`config.mk`:
```
export PLATFORM = sky130hd
export DESIGN_NAME = cpu_exec_ctrl
export DESIGN_NICKNAME = d
export VERILOG_FILES = /design/src/rtl/cpu_pkg.sv /design/src/rtl/cpu_regfile.sv /design/src/rtl/cpu_exec_ctrl.sv
export SDC_FILE = /design/constraint.sdc
export NUM_CORES = 1
export LEC_CHECK = 0
export CORE_MARGIN = 2
export CORE_UTILIZATION = 39
export DETAILED_ROUTE_END_ITERATION = 7
export MAX_ROUTING_LAYER = met4
export PLACE_DENSITY = 0.66
export SETUP_SLACK_MARGIN = 0.4
export SLEW_MARGIN = 30
export SYNTH_ARGS = -nofsm -noshare
export SYNTH_HDL_FRONTEND = slang
export SYNTH_HIERARCHICAL = 1
export SYNTH_SLANG_ARGS = --single-unit
export TNS_END_PERCENT = 5
```
`constraint.sdc`:
```
create_clock -name clk -period 1.3 [get_ports clk]
set_clock_uncertainty 0.1 [all_clocks]
set_input_delay 0.13 -clock clk [delete_from_list [all_inputs] [get_ports clk]]
set_output_delay 0.13 -clock clk [all_outputs]
set_load 0.05 [all_outputs]
```
`src/rtl/cpu_pkg.sv`:
```
// cpu_pkg: opcode encoding shared with the ALU and the execute FSM state type.
package cpu_pkg;
    localparam logic [2:0] OP_ADD = 3'b000;
    localparam logic [2:0] OP_SUB = 3'b001;
    localparam logic [2:0] OP_AND = 3'b010;
    localparam logic [2:0] OP_OR  = 3'b011;
    localparam logic [2:0] OP_XOR = 3'b100;
    localparam logic [2:0] OP_NOT = 3'b101;
    localparam logic [2:0] OP_SHL = 3'b110;
    localparam logic [2:0] OP_SHR = 3'b111;
    typedef enum logic [1:0] {IDLE, READ, EXEC, WB} state_t;
endpackage

```
`src/rtl/cpu_regfile.sv`:
```
// cpu_regfile: NREGS x WIDTH register file, two operand reads, debug read, one sync write.
module cpu_regfile #(
    parameter int WIDTH = 4,
    parameter int NREGS = 4,
    localparam int RAW = $clog2(NREGS)
) (
    input  logic             clk,
    input  logic             rst,
    input  logic             we,
    input  logic [RAW-1:0]   waddr,
    input  logic [WIDTH-1:0] wdata,
    input  logic [RAW-1:0]   raddr_a,
    input  logic [RAW-1:0]   raddr_b,
    input  logic [RAW-1:0]   dbg_addr,
    output logic [WIDTH-1:0] rdata_a,
    output logic [WIDTH-1:0] rdata_b,
    output logic [WIDTH-1:0] dbg_data
);
    logic [WIDTH-1:0] mem [NREGS];
    always_ff @(posedge clk) begin
        if (rst) begin
            for (int i = 0; i < NREGS; i++) mem[i] <= '0;
        end else if (we) begin
            mem[waddr] <= wdata;
        end
    end
    assign rdata_a  = mem[raddr_a];
    assign rdata_b  = mem[raddr_b];
    assign dbg_data = mem[dbg_addr];
endmodule

```
`src/rtl/cpu_exec_ctrl.sv`:
```
// cpu_exec_ctrl: multi-cycle execute controller driving the ALU and writing results back.
module cpu_exec_ctrl
    import cpu_pkg::*;
#(
    parameter int WIDTH = 4,
    parameter int NREGS = 4,
    localparam int RAW = $clog2(NREGS)
) (
    input  logic             clk,
    input  logic             rst,
    input  logic             instr_valid,
    output logic             instr_ready,
    input  logic             instr_is_ldi,
    input  logic [2:0]       instr_op,
    input  logic [RAW-1:0]   instr_rd,
    input  logic [RAW-1:0]   instr_rs1,
    input  logic [RAW-1:0]   instr_rs2,
    input  logic [WIDTH-1:0] instr_imm,
    output logic [WIDTH-1:0] alu_a,
    output logic [WIDTH-1:0] alu_b,
    output logic [2:0]       alu_op,
    input  logic [WIDTH-1:0] alu_result,
    input  logic             alu_zero,
    input  logic             alu_carry,
    output logic             flag_z,
    output logic             flag_c,
    output logic             wb_valid,
    output logic [RAW-1:0]   wb_rd,
    output logic [WIDTH-1:0] wb_data,
    input  logic [RAW-1:0]   dbg_addr,
    output logic [WIDTH-1:0] dbg_data
);
    state_t           state;
    logic             is_ldi_q;
    logic [2:0]       op_q;
    logic [RAW-1:0]   rd_q, rs1_q, rs2_q;
    logic [WIDTH-1:0] imm_q, res_q, rd_a, rd_b;
    logic             z_q, c_q;

    assign instr_ready = (state == IDLE) && !rst;
    assign wb_valid    = state == WB;
    assign wb_rd       = rd_q;
    assign wb_data     = is_ldi_q ? imm_q : res_q;

    cpu_regfile #(.WIDTH(WIDTH), .NREGS(NREGS)) u_regfile (
        .clk      (clk),
        .rst      (rst),
        .we       (wb_valid),
        .waddr    (rd_q),
        .wdata    (wb_data),
        .raddr_a  (rs1_q),
        .raddr_b  (rs2_q),
        .dbg_addr (dbg_addr),
        .rdata_a  (rd_a),
        .rdata_b  (rd_b),
        .dbg_data (dbg_data)
    );

    always_ff @(posedge clk) begin
        if (rst) begin
            state    <= IDLE;
            alu_a    <= '0;
            alu_b    <= '0;
            alu_op   <= OP_ADD;
            flag_z   <= 1'b0;
            flag_c   <= 1'b0;
            is_ldi_q <= 1'b0;
            op_q     <= OP_ADD;
            rd_q     <= '0;
            rs1_q    <= '0;
            rs2_q    <= '0;
            imm_q    <= '0;
            res_q    <= '0;
            z_q      <= 1'b0;
            c_q      <= 1'b0;
        end else begin
            case (state)
                IDLE: if (instr_valid) begin
                    is_ldi_q <= instr_is_ldi;
                    op_q     <= instr_op;
                    rd_q     <= instr_rd;
                    rs1_q    <= instr_rs1;
                    rs2_q    <= instr_rs2;
                    imm_q    <= instr_imm;
                    state    <= instr_is_ldi ? WB : READ;
                end
                READ: begin
                    alu_a  <= rd_a;
                    alu_b  <= rd_b;
                    alu_op <= op_q;
                    state  <= EXEC;
                end
                EXEC: begin
                    res_q <= alu_result;
                    z_q   <= alu_zero;
                    c_q   <= alu_carry;
                    state <= WB;
                end
                WB: begin
                    if (!is_ldi_q) begin
                        flag_z <= z_q;
                        flag_c <= c_q;
                    end
                    state <= IDLE;
                end
            endcase
        end
    end
endmodule
```
==> results.json <==
{
  "status": "finished, violations left",
  "violations": "setup timing",
  "wl_per_cell_um": 14.3,
  "grt_pass1_vias": 1678,
  "die_w_um": 82.0,
  "synth-seq-cells": 51,
  "fin_crit_ns": 1.65,
  "syn_area_um2": 2370,
  "std_cell_rows": 28,
  "io_buffers": 49,
  "tightest_slew_ns": 0.277,
  "worstHoldPathType": "in -> reg",
  "dr.pass1.iters": 4,
  "coreArea_um2": 5890,
  "path_class": "reg -> out",
  "htree_num_levels": 2,
  "crit_required_ns": 1.07,
  "start_util_pct": 40.3,
  "tns_ns": -3.46,
  "worstPathArrival_ns": 1.42,
  "end_kind": "primary output",
  "grt_pass1_wl_um": 8020,
  "drcViolationCount": 0,
  "cts_tree": "done",
  "grt_setup_unrepaired": "yes",
  "cp-start-kind": "flop",
  "cts_sinks": 51,
  "syn-num-nets": 229,
  "clk_pin_slew_worst_paths_ns": 0.10,
  "via_per_inst": 4.88,
  "crit_fanout": 3,
  "fin_nets": 300,
  "power.density_nw_per_um2": 1470,
  "post-route-period-util_pct": 127,
  "n_antenna_cell": 0,
  "slew_viol_final": 0,
  "maxCapViolations": 0,
  "gp_congestion": 0.752,
  "die_area_um2": 6730,
  "clock_latency_ns": 0.31,
  "fillerInstances": 470,
  "drive_gt1_share_pct": 39.5,
  "slew_headroom_pct": 81.5,
  "drtIter0Drc": 42,
  "synth_cell_types": 24,
  "setup_slack_ns": -0.353,
  "num_io_pins": 50,
  "grt_use_total_pct": 16.3,
  "setup_viol": 18,
  "drt-total-wl_um": 4960,
  "via_count": 1690,
  "synth_warnings": 6,
  "ys_seq_area_share_pct": 49.7,
  "hpwlAfterDp_um": 3680,
  "die-height_um": 82.0,
  "syn_to_final_growth_pct": 48.1,
  "drt.antenna.violating_nets": 0,
  "fin_hold_ws_ns": 0.253,
  "hold_viol": 0,
  "final_common_cell": "nand2_1",
  "leakage_uw": 0.00135,
  "postSynthCellCount": 199,
  "syn_avg_cell_area_um2": 11.9,
  "ir_worst_vdd_uv": 836,
  "layout_common_cells": "26 x nand2_1, 23 x dfxtp_1, 23 x clkdlybuf4s50_1, 22 x nor2_1",
  "root_buffer": "clkbuf_8",
  "fmaxAchievable_mhz": 605,
  "postCtsHoldBufs": 0,
  "antenna_found_initial": 0,
  "grt-ovfl-total": 0,
  "grt_max_degree": 27,
  "clk_path_buf_depth": 2,
  "cts_buffers": 5
}
## final cells by class
| class | instances | area, µm² | share of cell area, % |
|---|---|---|---|
| Clock buffer | 6 | 93.8 | 2.67 |
| Clock inverter | 2 | 16.3 | 0.462 |
| Inverter | 3 | 16.3 | 0.462 |
| Multi-Input combinational cell | 137 | 1200 | 34.0 |
| Sequential cell | 51 | 1210 | 34.4 |
| Tap cell | 75 | 93.8 | 2.67 |
| Timing Repair Buffer | 72 | 891 | 25.3 |
## sequential cells by signal, summed over array words and instances (netlist names), 2 cells and up
register and cells:
alu_op 3, alu_b 4, res_q 4, imm_q 4, rs1_q 2, op_q 3, alu_a 4, wb_rd 2
u_regfile/mem 16, state 2, rs2_q 2
## where the power goes
part           switching, µW  internal (µW)
combinational            991           1040
sequential               224           1860
clock                    549            503
## final timing paths
kind	start	end	slack, ns	depth (start not counted)
min reg2reg	op_q[1]$_SDFFE_PP0P_	op_q[1]$_SDFFE_PP0P_	0.36	2
max reg2reg	u_regfile/mem[0][3]$_SDFFCE_PN0P_	alu_a[3]$_SDFFE_PP0N_	-0.21	5
max	u_regfile/mem[0][1]$_SDFFCE_PN0P_	dbg_data[1]	-0.35	2
min	instr_rd[0]	wb_rd[0]$_SDFFE_PP0P_	0.25	3
## per-layer routing
layer | part of all wire [%] | track usage, %
met1 | 42 | 18.7
met2 | 52 | 27.4
met3 | 4.3 | 4.07
met5 | 0 | -
met4 | 1.9 | 6.67
## cells by family after synthesis
kind of cell / Yosys count / synth area share (%)
adder cells (fa/ha/maj): 5 / 2.63
multiplexers: 36 / 23.6
AND/OR/NAND/NOR: 76 / 16.0
buffers and inverters: 11 / 2.79
flip-flops: 51 / 49.7
AO/OA/AOI/OAI: 20 / 5.27
## Yosys cell counts
master | number | area (µm²)
a211oi_1 | 2 | 15.0
a21oi_1 | 12 | 60.1
a21oi_2 | 2 | 17.5
a31o_2 | 2 | 17.5
and2_1 | 16 | 100
and2_4 | 1 | 8.76
and4bb_2 | 2 | 25.0
buf_2 | 5 | 25.0
buf_4 | 2 | 15.0
buf_8 | 1 | 15.0
dfxtp_1 | 35 | 701
edfxtp_1 | 16 | 480
ha_1 | 5 | 62.6
inv_1 | 3 | 11.3
mux2_2 | 4 | 45.0
mux2i_1 | 20 | 200
mux4_1 | 12 | 315
nand2_1 | 29 | 109
nand2b_1 | 2 | 12.5
nand2b_4 | 1 | 13.8
nor2_1 | 22 | 82.6
nor2b_1 | 2 | 12.5
nor4b_2 | 1 | 15.0
o21bai_1 | 2 | 15.0
## metrics by stage
step	instance area [µm²]	instances	setup slack (ns)	power, µW	utilization, %
after CTS	3470	344	-0.341	5150	58.9
after floorplan	2430	199	-0.0209	3250	-
final	3520	346	-0.353	5170	59.8
after detailed placement	3210	323	-0.475	3990	54.5
after global routing	3520	346	-0.387	5420	59.8
after global placement	3210	323	-0.445	3940	54.5
## worst max-delay path, cell delays in order (launching register included)
cell	delay (ns)
edfxtp_1	0.43
mux4_2	0.50
buf_6	0.17
## timing repair
item | CTS | global route
gates resized for setup | 28 | 15
gates cloned | 0 | 0
endpoints found under the setup margin | 92 | 92
pin swaps | 7 | 8
buffers inserted | 13 | 2
(Power assumes the default switching activity.)
